`src/rtl/iram_ctrl.sv`:
```
// iram_ctrl: instruction-RAM controller. Runs a post-reset BOOT phase in which
// only the loader is served, then arbitrates single-cycle RAM accesses between
// the fetch stage (read only) and the loader/debug port (read or write).
// Fetch is protected from starvation by a saturating denied-cycle counter.
// Read data is returned through registered responses, one cycle after grant.
// Optional: define IRAM_CTRL_PERF_EN to add fetch-grant / fetch-stall counters.
module iram_ctrl #(
    parameter int DW         = 32,
    parameter int AW         = 12,
    parameter int STARVE_MAX = 4,
    parameter int SKIP_BOOT  = 0
) (
    input  logic          clk,
    input  logic          rst_n,
    input  logic          if_req,
    input  logic [AW-1:0] if_addr,
    output logic          if_gnt,
    output logic          if_rvalid,
    output logic [DW-1:0] if_rdata,
    input  logic          ld_req,
    input  logic          ld_we,
    input  logic [AW-1:0] ld_addr,
    input  logic [DW-1:0] ld_wdata,
    output logic          ld_gnt,
    output logic          ld_rvalid,
    output logic [DW-1:0] ld_rdata,
    input  logic          ld_done,
    output logic          boot_busy,
    output logic          ram_rd_en,
    output logic [AW-1:0] ram_rd_addr,
    input  logic [DW-1:0] ram_rd_data,
    output logic          ram_wr_en,
    output logic [AW-1:0] ram_wr_addr,
    output logic [DW-1:0] ram_wr_data
`ifdef IRAM_CTRL_PERF_EN
    ,
    output logic [31:0]   perf_fetch_cnt,
    output logic [31:0]   perf_stall_cnt
`endif
);

    typedef enum logic {S_BOOT = 1'b0, S_RUN = 1'b1} state_t;

    localparam state_t     RST_STATE  = (SKIP_BOOT != 0) ? S_RUN : S_BOOT;
    localparam logic [3:0] STARVE_LIM = 4'(STARVE_MAX);

    state_t        state_q, state_d;
    logic [3:0]    starve_q, starve_d;
    logic          fetch_win;
    logic          if_rvalid_q, ld_rvalid_q;
    logic [DW-1:0] if_rdata_q, ld_rdata_q;

    // State register: BOOT until the loader signals completion, then RUN forever.
    always_ff @(posedge clk or negedge rst_n) begin
        if (!rst_n) state_q <= RST_STATE;
        else        state_q <= state_d;
    end

    // Next state: ld_done only matters in BOOT; RUN has no way back except reset.
    always_comb begin
        state_d = state_q;
        if (state_q == S_BOOT && ld_done) state_d = S_RUN;
    end

    // Grant and RAM-port outputs: loader wins unless fetch has starved long enough.
    always_comb begin
        boot_busy   = (state_q == S_BOOT);
        fetch_win   = (state_q == S_RUN) && if_req &&
                      (!ld_req || (starve_q >= STARVE_LIM));
        if_gnt      = fetch_win;
        ld_gnt      = ld_req && !fetch_win;
        ram_rd_en   = fetch_win || (ld_gnt && !ld_we);
        ram_rd_addr = fetch_win ? if_addr : ld_addr;
        ram_wr_en   = ld_gnt && ld_we;
        ram_wr_addr = ld_addr;
        ram_wr_data = ld_wdata;
    end

    // Starvation counter: counts consecutive denied fetch requests, saturating at 15.
    always_comb begin
        starve_d = 4'd0;
        if (if_req && !if_gnt) starve_d = (starve_q == 4'd15) ? 4'd15 : starve_q + 4'd1;
    end

    // Starvation counter register.
    always_ff @(posedge clk or negedge rst_n) begin
        if (!rst_n) starve_q <= 4'd0;
        else        starve_q <= starve_d;
    end

    // Read responses: capture RAM data for the granted reader, valid for one cycle.
    always_ff @(posedge clk or negedge rst_n) begin
        if (!rst_n) begin
            if_rvalid_q <= 1'b0;
            ld_rvalid_q <= 1'b0;
            if_rdata_q  <= '0;
            ld_rdata_q  <= '0;
        end else begin
            if_rvalid_q <= fetch_win;
            ld_rvalid_q <= ld_gnt && !ld_we;
            if (fetch_win)         if_rdata_q <= ram_rd_data;
            if (ld_gnt && !ld_we)  ld_rdata_q <= ram_rd_data;
        end
    end

    assign if_rvalid = if_rvalid_q;
    assign if_rdata  = if_rdata_q;
    assign ld_rvalid = ld_rvalid_q;
    assign ld_rdata  = ld_rdata_q;

`ifdef IRAM_CTRL_PERF_EN
    logic [31:0] perf_fetch_q, perf_stall_q;

    // Performance counters: fetch grants and denied fetch cycles, wrapping.
    always_ff @(posedge clk or negedge rst_n) begin
        if (!rst_n) begin
            perf_fetch_q <= 32'd0;
            perf_stall_q <= 32'd0;
        end else begin
            if (if_gnt)            perf_fetch_q <= perf_fetch_q + 32'd1;
            if (if_req && !if_gnt) perf_stall_q <= perf_stall_q + 32'd1;
        end
    end

    assign perf_fetch_cnt = perf_fetch_q;
    assign perf_stall_cnt = perf_stall_q;
`endif

endmodule

```
`config.mk`:
```
export PLATFORM = sky130hd
export DESIGN_NAME = iram_ctrl
export DESIGN_NICKNAME = d
export VERILOG_FILES = /design/src/rtl/iram_ctrl.sv
export SDC_FILE = /design/constraint.sdc
export NUM_CORES = 1
export LEC_CHECK = 0
export BUFFER_PORTS_ARGS = -buffer_cell sky130_fd_sc_hd__buf_4
export CAP_MARGIN = 20
export CORE_MARGIN = 2
export CORE_UTILIZATION = 45
export DETAILED_ROUTE_END_ITERATION = 12
export MAX_ROUTING_LAYER = met4
export PLACE_DENSITY_LB_ADDON = 0.25
export SLEW_MARGIN = 10
export SYNTH_ARGS = -nofsm -noshare
export SYNTH_HDL_FRONTEND = slang
export SYNTH_SLANG_ARGS = --single-unit
export TNS_END_PERCENT = 100
```
`constraint.sdc`:
```
create_clock -name clk -period 2.3 [get_ports clk]
set_input_delay 0.46 -clock clk [delete_from_list [all_inputs] [get_ports clk]]
set_output_delay 0.46 -clock clk [all_outputs]
set_load 0.03 [all_outputs]
```
**Word-level counts from Yosys, hierarchy flattened**

Index checks and enable logic that the tools add are counted.

- Input port bits: 94
- Logic and storage cells: 25
- Output and inout bits: 127
- Flip-flop bits (word level): 71

- Equal/unequal tests: 1
- Mux-type cells: 3
- Add/subtract/negate cells: 1
- Reduce and logical (&&, ||, !) cells: 12
- Order comparisons: 1
- Bitwise operators: 1

Operator list:

| cell | number |
|---|---|
| 2-to-1 mux 12 bit | 1 |
| 2-to-1 mux 4 bit | 2 |
| logical AND 1 bit | 7 |
| adder 4 x 1 -> 4 bit, second input constant | 1 |
| == test 4 bit, second input constant | 1 |
| >= comparator 4 x 3 -> 1 bit, second input constant | 1 |
| logical NOT 1 bit | 3 |
| logical OR 1 bit | 2 |
| inverter 1 bit | 1 |

**Longest topological paths before layout**

- Word-level depth: 7
- Gate-level depth with buffers: 5
- Gate-level depth less buffers: 4

**Least setup slack after synthesis**

OpenSTA, ideal clock, no wires.

- Path type: input to output
- From: in if_req
- To: out ram_rd_addr[10]
- Buffers on the path: 1
- Cell stages on the path: 5
- Path slack: 0.472 ns
- Required time: 1.840 ns
- Arrival: 1.368 ns
- Cell sequence: nand2_1 -> a21o_4 -> inv_8 -> buf_12 -> mux2_4

- Longest elaborated chain between the ends: 3

Ends and longest elaborated chain:

| what | RTL line | RTL |
|---|---|---|
| start: declaration | 15 | `input logic if_req,` |
| logical AND 1 bit (2 in a row) | 68 | `fetch_win = (state_q == S_RUN) && if_req &&` |
| net if_gnt | 17 | `output logic if_gnt,` |
| 2-to-1 mux 12 bit | 73 | `ram_rd_addr = fetch_win ? if_addr : ld_addr;` |
| end: declaration | 30 | `output logic [AW-1:0] ram_rd_addr,` |

The timed path passes the listed nets, and every way through them passes these cells.

**Worst setup path in the final report**

- From: reg starve_q[2]
- To: out ram_rd_addr[0]

- Longest elaborated chain between the ends: 4

Ends and longest elaborated chain:

| what | RTL line | RTL |
|---|---|---|
| start: declaration | 48 | `logic [3:0] starve_q, starve_d;` |
| start signal: assignment | 88 | `else starve_q <= starve_d;` |
| >= comparator 4 x 3 -> 1 bit | 69 | `(!ld_req \|\| (starve_q >= STARVE_LIM));` |
| logical OR 1 bit | 69 |  |
| logical AND 1 bit | 68 |  |
| 2-to-1 mux 12 bit | 73 |  |

Every way passes these cells.

==> results.md <==
* Worst EP required at approximately 1.8 ns
* PwrDens at approximately 840 mW/mm²
* Int Power at between 2000 and 3000 µW
* Final Hold Violating Endpoints at 0
* Ys Warns at 0
* Gr ovfl total at 0
* Post-Synthesis Cells at ~220
* WL final at just over 7000 µm
* Area Growth Syn to Fin at 31.7%
* Gate power share at 0.330
* Max cap viols at 0
* NetSw at approximately 1200 µW
* Max IR drop VDD at about 480 µV
* Period utilisation layout at 0.967
* Setup violators final at 0
* Clock power frac at 0.264
* H-tree Lvls at 3
* DRT Pass-1 Iters at 4
* First-pass GRT wire length at between 10000 and 15000 µm
* WL per Instance at about 16 µm
* Clock-pin slew on the worst setup and hold paths at roughly 0.080 ns
* Die Ht at between 90 and 100 µm
* DRC Markers at 0
* Die area at between 0.008 and 0.009 mm²
* Via count at roughly 2100
* FF-to-FF path depth at 5
* GR Layer Usage met2 at 0.307
* Pin slew with the least headroom to its limit at 0.880 ns
* Hold_ws at around 0.22 ns
* Critical path start-end classification: register to primary output
* Largest net degree at the start of global routing at a little over 70
* Core area at about 0.0073 mm²
* HPWL after DPL at between 5000 and 6000 µm
* Met1 Usage GRT at 0.192
* Top cells by area, synth: dfrtp_1, mux2_4, mux2_2
* CTS tree: yes
* Slew headroom at 0.413
* Post-route ant nets at 0
* Switching share of power at 0.326
* Vias/cell at roughly 4.7
* Worst min-delay path class: input port to asynchronous set/reset pin
* Nets@finish at between 400 and 500
* Post-synth cell types at 26
* Setup ws final at 0.0761 ns
* Pre-CTS setup slack at roughly 0.22 ns
* Highest net fanout along the worst path at 30
* Reg power frac at 0.406
* CP startpoint: starve_q[2]
* Commonest non-fill, non-tap cells in the layout: buf_4, dfrtp_1, mux2_4, mux2_2, clkbuf_8
* Pleak at about 0.0023 µW
* Critical path arrival at 1.76 ns
* Iter 0 DRT Violations at 54
* Status: complete, no violations
* Initial core utilization at 0.467
* Hold buffers post-CTS at 0
* Clock skew at approximately 0.0072 ns
* GR peak layer: met2
* Min cycle time layout at around 2.2 ns
* Layout cells sized above 1 at 0.744
* Fmax at ~450 MHz
* Post-CTS Setup Bufs at 0
* Setup TNS at 0 ns
* Avg Cell Area, Syn at 15.3 µm²
* GR Layer Usage met3 at 0.0523
* RSZ-0062 raised after global routing: false
* Post-synthesis net count at approximately 320
* Tot Pwr at approximately 3800 µW
* CTS buffer count at 9
* Startpoint types: register
* Top-area cell type share of the netlist area at 0.519
* # IOs at 221
* Worst r2r src: starve_q[2]
* CTS root buf: clkbuf_8
* Final Slew Violations at 0
* Cell taking the most area after synthesis: dfrtp_1
* CP Capture Type: primary output
* Synthesized area at roughly 0.0034 mm²
* CTS Buffer Depth at 2
* Diode count at 0
* FF+latch count, synth at 71
* Row cnt at 31
* Share of the yosys chip area belonging to registers at 0.519
* Initial antenna violation count at 0
* Vias in the first global route at about 2200
* Gpl congestion at roughly 0.74
* Fillers at 580
* Clock latency on the worst-skew pair at 0.34 ns
* GRT Resource Usage Total at 0.178
* Commonest non-fill, non-tap cell in the layout: buf_4
* Clock Sink Count at 71
* IO Port Bufs at around 160
* Die W at 91.3 µm
==> per-stage QoR <==
step | instances | utilization | instance area, µm²
after floorplan | 224 | - | 3430
after global placement | 432 | 0.587 | 4310
after detailed placement | 432 | 0.587 | 4310
after CTS | 447 | 0.615 | 4510
after global routing | 447 | 0.615 | 4510
final | 447 | 0.615 | 4510
==> flip-flops by register name, indices dropped and copies added, names as in the netlist <==
name and count:
starve_q 4, if_rvalid 1, state_q 1, ld_rdata 32, if_rdata 32, ld_rvalid 1
==> layout make-up <==
cell class	instances	area (µm²)	share of cell area
clock buffer	12	155	0.0344
inverter	5	31.3	0.00693
sequential	71	1780	0.394
tap	99	124	0.0275
multi-input combinational	96	1170	0.260
clock inverter	3	42.5	0.00943
timing repair buffer	161	1210	0.268
==> worst max-delay path, cell delays in order (launching register included) <==
cell,delay (ns)
dfrtp_2,0.43
nor2_4,0.07
a21o_4,0.25
inv_12,0.18
mux2_4,0.32
buf_4,0.17
==> routing by layer <==
layer  up-vias  wire length [µm]
li1        956                 -
met1      1036              2780
met2       105              3850
met3        12               479
met4         0                80
met5         -                 0
==> synthesized netlist by cell type <==
cell type  instances
nor2_4             1
mux2_2            32
a21o_4             1
buf_12             4
nand2_1            2
and2b_1            1
a2111oi_2          1
mux2_1             2
a31oi_1            1
and2_2             1
inv_8              1
mux2_4            42
o21ai_4            1
and3_2             1
buf_6              1
nand3_1            2
buf_8              1
buf_4             46
dfrtp_1           71
a211oi_1           1
nor3_1             3
o21ai_0            1
nand3b_1           1
ha_1               1
or2_2              1
inv_1              4
==> path summary, 6_finish.rpt <==
path | endpoint | slack (ns)
max | ram_rd_addr[0] | 0.08
min | ld_rdata[3] | 0.22
max reg2reg | if_rdata[0] | 0.57
min reg2reg | starve_q[0] | 0.50
max in group asynchronous | starve_q[2] | 1.42
min in group clk | state_q | 0.31
==> cell families after synthesis <==
group,after synthesis,synth area share
fa+ha+maj,1,0.00365
flops,71,0.519
buf+inv,57,0.140
simple gates,13,0.0234
mux,76,0.296
compound gates,6,0.0190
==> power by group through the flow <==
stage / Combinational [µW] / Sequential, µW / Clock (µW)
after floorplan: 518 / 1920 / 0
after detailed placement: 1270 / 1560 / 0
final: 1260 / 1540 / 1000
after global placement: 1250 / 1560 / 0
after CTS: 1270 / 1540 / 1030
after global routing: 1310 / 1560 / 1070
==> timing repair <==
action                     4_1_cts  5_1_grt
setup endpoints to repair       12       12
hold endpoints to repair         0        0
cloned                           0        0
gates resized for setup          2        1
Power figures use the tool's default switching activity.
